===== src/rtl/seg_pkg.sv =====
// ---------------------------------------------------------------------------
// seg_pkg -- shared constants for the seven-segment display writer.
//
// Contents:
//   SEG_ADDR_*  halfword register addresses on the MMIO output bus
//   SEG_BLANK   active-low "all off" pattern for anodes and segments
//   SEG_GLYPH   16-entry hex glyph table, active-high gfedcba
//               (entry 0 is the rightmost 7-bit field; lowercase b and d)
// ---------------------------------------------------------------------------
package seg_pkg;

  localparam logic [1:0] SEG_ADDR_LO    = 2'b00;
  localparam logic [1:0] SEG_ADDR_MASK  = 2'b01;
  localparam logic [1:0] SEG_ADDR_HI    = 2'b10;
  localparam logic [1:0] SEG_ADDR_BLINK = 2'b11;

  localparam logic [7:0] SEG_BLANK = 8'hFF;

  // Packed so that SEG_GLYPH[n] selects the glyph for nibble n.
  localparam logic [15:0][6:0] SEG_GLYPH = {
    7'h71,  // F
    7'h79,  // E
    7'h5E,  // d
    7'h39,  // C
    7'h7C,  // b
    7'h77,  // A
    7'h6F,  // 9
    7'h7F,  // 8
    7'h07,  // 7
    7'h7D,  // 6
    7'h6D,  // 5
    7'h66,  // 4
    7'h4F,  // 3
    7'h5B,  // 2
    7'h06,  // 1
    7'h3F   // 0
  };

endpackage


===== src/rtl/hex_to_seg7.sv =====
// ---------------------------------------------------------------------------
// hex_to_seg7 -- combinational hex nibble to seven-segment glyph decoder.
//
// Ports:
//   nibble  in   4  hex digit 0..F
//   seg     out  7  segments, active-high, bit order g,f,e,d,c,b,a
// ---------------------------------------------------------------------------
module hex_to_seg7
  import seg_pkg::*;
(
  input  logic [3:0] nibble,
  output logic [6:0] seg
);

  assign seg = SEG_GLYPH[nibble];

endmodule


===== src/rtl/seg7_writer.sv =====
// ---------------------------------------------------------------------------
// seg7_writer -- memory-mapped 8-digit seven-segment display writer.
//
// The CPU stores a 32-bit hex value, a digit-enable mask and a decimal-point
// mask through a 2-bit halfword address. The block scans one digit per
// SCAN_DIV clocks and drives active-low anodes and segments, registered on
// the falling edge of segclk.
//
// Optional feature (macro SEG_BLINK_EN): per-digit blink mask at address 11;
// a digit whose mask bit is set is blanked while the MSB of a free-running
// BLINK_BITS-wide counter is 1.
//
// Ports:
//   segclk     in   1   system clock, all state on the falling edge
//   switchrst  in   1   reset, asynchronous, active-high
//   segctl     in   1   chip select from the MMIO address decode
//   segwrite   in   1   store strobe
//   segaddr    in   2   00 value[15:0], 10 value[31:16],
//                       01 {dp_mask, en_mask}, 11 blink_mask[7:0]
//   segwdata   in   16  write data
//   seg_an     out  8   digit anodes, active-low, digit 0 rightmost
//   seg_out    out  8   segments, active-low, bit7 dp, bits6..0 g..a
// ---------------------------------------------------------------------------
module seg7_writer
  import seg_pkg::*;
#(
  parameter logic [15:0] SCAN_DIV   = 16'd50000,
  parameter int          BLINK_BITS = 24
) (
  input  logic        segclk,
  input  logic        switchrst,
  input  logic        segctl,
  input  logic        segwrite,
  input  logic [1:0]  segaddr,
  input  logic [15:0] segwdata,
  output logic [7:0]  seg_an,
  output logic [7:0]  seg_out
);

  logic [31:0] value;
  logic [7:0]  en_mask;
  logic [7:0]  dp_mask;
  logic [15:0] div_cnt;
  logic [2:0]  idx;

  logic        wr_en;
  logic        lit;
  logic [6:0]  glyph;
  logic [7:0]  an_next;
  logic [7:0]  out_next;

  assign wr_en = segctl && segwrite;

`ifdef SEG_BLINK_EN
  logic [7:0]            blink_mask;
  logic [BLINK_BITS-1:0] blink_cnt;

  always_ff @(negedge segclk or posedge switchrst) begin
    if (switchrst) begin
      blink_mask <= '0;
      blink_cnt  <= '0;
    end else begin
      blink_cnt <= blink_cnt + 1'b1;
      if (wr_en && segaddr == SEG_ADDR_BLINK) begin
        blink_mask <= segwdata[7:0];
      end
    end
  end
`else
  // Keeps the parameter list identical in both builds.
  logic [BLINK_BITS-1:0] unused_blink;
  assign unused_blink = '0;
`endif

  // Register file and scan divider.
  // NOTE: sequential state uses non-blocking assignments so every register
  // samples pre-edge values; a write and a scan tick on the same edge
  // therefore both take effect independently.
  always_ff @(negedge segclk or posedge switchrst) begin
    if (switchrst) begin
      value   <= '0;
      en_mask <= 8'hFF;
      dp_mask <= '0;
      div_cnt <= '0;
      idx     <= '0;
    end else begin
      if (wr_en) begin
        case (segaddr)
          SEG_ADDR_LO:   value[15:0]  <= segwdata;
          SEG_ADDR_HI:   value[31:16] <= segwdata;
          SEG_ADDR_MASK: begin
            en_mask <= segwdata[7:0];
            dp_mask <= segwdata[15:8];
          end
          default: ;  // blink mask lives in its own block
        endcase
      end

      if (div_cnt == SCAN_DIV - 16'd1) begin
        div_cnt <= '0;
        idx     <= idx + 3'd1;
      end else begin
        div_cnt <= div_cnt + 16'd1;
      end
    end
  end

  // Single decoder shared by all digits, fed by the nibble under the scan.
  hex_to_seg7 u_hex (
    .nibble (value[{idx, 2'b00} +: 4]),
    .seg    (glyph)
  );

  // NOTE: every signal written here gets a default first, so no path leaves
  // it unassigned and no latch is inferred.
  always_comb begin
    lit      = en_mask[idx];
`ifdef SEG_BLINK_EN
    if (blink_cnt[BLINK_BITS-1] && blink_mask[idx]) begin
      lit = 1'b0;
    end
`endif
    an_next  = SEG_BLANK;
    out_next = SEG_BLANK;
    if (lit) begin
      an_next[idx] = 1'b0;
      out_next     = ~{dp_mask[idx], glyph};
    end
  end

  // NOTE: outputs are reset too, so the display is dark the moment reset
  // asserts rather than one edge later.
  always_ff @(negedge segclk or posedge switchrst) begin
    if (switchrst) begin
      seg_an  <= SEG_BLANK;
      seg_out <= SEG_BLANK;
    end else begin
      seg_an  <= an_next;
      seg_out <= out_next;
    end
  end

endmodule


===== config.mk =====
export PLATFORM = sky130hd
export DESIGN_NAME = seg7_writer
export DESIGN_NICKNAME = d
export VERILOG_FILES = /design/src/rtl/seg_pkg.sv /design/src/rtl/hex_to_seg7.sv /design/src/rtl/seg7_writer.sv
export SDC_FILE = /design/constraint.sdc
export NUM_CORES = 1
export LEC_CHECK = 0
export CAP_MARGIN = 20
export CORE_ASPECT_RATIO = 1.1
export CORE_UTILIZATION = 40
export CTS_BUF_LIST = sky130_fd_sc_hd__clkbuf_8 sky130_fd_sc_hd__clkbuf_16
export DETAILED_ROUTE_END_ITERATION = 7
export GPL_ROUTABILITY_DRIVEN = 0
export SLEW_MARGIN = 20
export SYNTH_ARGS = -nofsm -noshare
export SYNTH_HDL_FRONTEND = slang
export SYNTH_SLANG_ARGS = --single-unit

===== constraint.sdc =====
create_clock -name segclk -period 2.6 [get_ports segclk]
set_input_delay 0.26 -clock segclk [delete_from_list [all_inputs] [get_ports segclk]]
set_output_delay 0.26 -clock segclk [all_outputs]
set_load 0.01 [all_outputs]

==> metrics <==
TritonCTS clock tree=yes; syn nets=321; initial antenna violation count=0; run status=complete, no violations; Critical Path, Cell by Cell=buf_2; Placed Cells=451; Layout Cells excl Fill=491; Seq cells post-synth=83; R2R depth=10; P&R area growth vs syn=26.3%; Placement Rows=37; power per cell area=720 mW/mm^2; maximum capacitance violations=0; CP arrival=2310 ps; Routed Antenna Nets=0; WL/cell=15.7 um; hold-fix buffer count after cts=0; Final nets=400; Total GRT Usage=17.7%; Synth cell types=43; total gr overflow=0; ant diodes=0; Sink Count=83; Post-Syn Area=0.00383 mm^2; Critical Path End Type=output pin; number of buffers created by CTS=9; cell family with most CP delay=flip-flops; crit path max-delay cell type=dfstp_2; Residual DRC=0; worst-path fanout max=1; Pre-antenna DRT Iters=4; Final Hold Violating Endpoints=0; root buf cell=clkbuf_8; CP startpoint kind=flop; Filler cells=798; Max VDD drop=0.338 mV; Synth Instances=291; HP Class=reg -> reg; max_slew headroom=67.7%; overall power=0.00348 W; hpwl dp=5500 um; Skew-Pair Late Insertion Delay=390 ps; I/O pins=38; Setup TNS Final=0 ps; first-pass GRT wire length=13200 um; Hold WS=407 ps; share of layout cells above drive strength 1=36.4%; commonest cells after routing, fill and taps aside=dfrtn_1, mux2_2, inv_1; final-report max-slew violation count=0; critical path's largest stage delay=510 ps; die span in y=105 um; largest net degree at the start of global routing=29; commonest non-fill, non-tap cell in the layout=dfrtn_1; data required time of the worst path=2340 ps; Hold Path Cell Cnt=1; Post-synth EDFFs=0; CP Depth=1; Clock transition at path regs=50 ps; Avg Vias per Cell=5.14; Final setup viols=0; worst path bufs/invs=1; final WL=7730 um; clock skew=57.7 ps; DR vias=2522; CTS HTree Levels=3; sequential area share after synthesis=55.1%; Core Box Area=0.00931 mm^2; measured slew at the worst slew-check pin=472 ps; starting density of the core=41.1%; Synth Flop Type=dfrtn_1; die width=95.3 um; unrepaired setup endpoints after global routing=yes; synth warn=0; WS Path Type=reg -> out; syn avg cell area=13.2 um^2; vias in the first global route=2591; Static Leakage=2.13 nW; async set-reset flop share out of synthesis=100%; CTS Buffer Depth=2; Die ar.=0.00996 mm^2; Starting DRT DRC Count=63; port bufs=37
==> metrics by stage <==
stage	utilization [%]	setup slack, ps	area (um^2)
finish	52.0	25.8	4830
global route	52.0	-0.980	4830
CTS	51.3	12.4	4770
detailed placement	48.3	-421	4490
global placement	48.3	-382	4490
floorplan	-	-120	3840
==> path summary, 6_finish.rpt <==
path / start / endpoint / slack [ps]
hold / removal: div_cnt[0] / div_cnt[0] / 410
min in group asynchronous: switchrst / value[1] / 1390
hold reg to reg: div_cnt[0] / div_cnt[0] / 410
setup / recovery: seg_an[3] / seg_an[3] / 30
setup reg to reg: idx[0] / seg_out[5] / 330
max in group asynchronous: switchrst / value[24] / 650
==> synthesized netlist by cell type (all sizes together), types with 7 or more instances <==
cell	n	area [um^2]
dfrtn	59	1480
mux2	53	601
dfstp	24	631
nand2	17	63.8
mux2i	14	140
nand3	11	55.1
nor2	11	41.3
ha	8	100
inv	8	30.0
xnor2	8	70.1
a21oi	7	35.0
==> cell type report <==
cell class | count | area [um^2] | share of cell area, %
timing repair buffer | 56 | 594 | 12.3
inverter | 7 | 30.0 | 0.621
multi-input combinational | 189 | 1640 | 34.0
sequential | 83 | 2110 | 43.6
tap | 117 | 146 | 3.03
clock buffer | 10 | 138 | 2.85
clock inverter | 29 | 176 | 3.65
==> routing by layer <==
layer / vias up / share of wire [%] / routed length [um] / GRT usage (%)
li1: 1208 / - / - / -
met1: 1264 / 44 / 3400 / 22.3
met2: 39 / 51 / 3970 / 29.5
met3: 11 / 3.6 / 277 / 4.22
met4: 0 / 1.1 / 86 / 5.84
met5: - / 0 / 0 / 0
==> cell families after synthesis <==
family          count (synthesis)  synth area share (%)
compound gates                 26                  4.74
xor+xnor                       13                  2.97
fa+ha+maj                       8                  2.62
buf+inv                        19                  2.39
flops                          83                  55.1
mux                            72                  22.5
simple gates                   70                  9.74
==> what timing repair did <==
item                       CTS  global route
pin swaps                    2             0
gates resized for setup     71            10
cloned                       1             0
setup buffers                1             0
setup endpoints to repair   32            10
==> flip-flops by register name, indices dropped and copies added, names as in the netlist <==
name,count
seg_out,8
en_mask,8
seg_an,8
dp_mask,8
div_cnt,16
idx,3
value,32
==> power by group <==
part	total, W	internal (W)	switching (W)
combinational	0.000620	0.000352	0.000268
clock	0.00119	0.000652	0.000539
sequential	0.00167	0.00156	0.000105
total	0.00348	0.00257	0.000912
(Power assumes the default switching activity.)
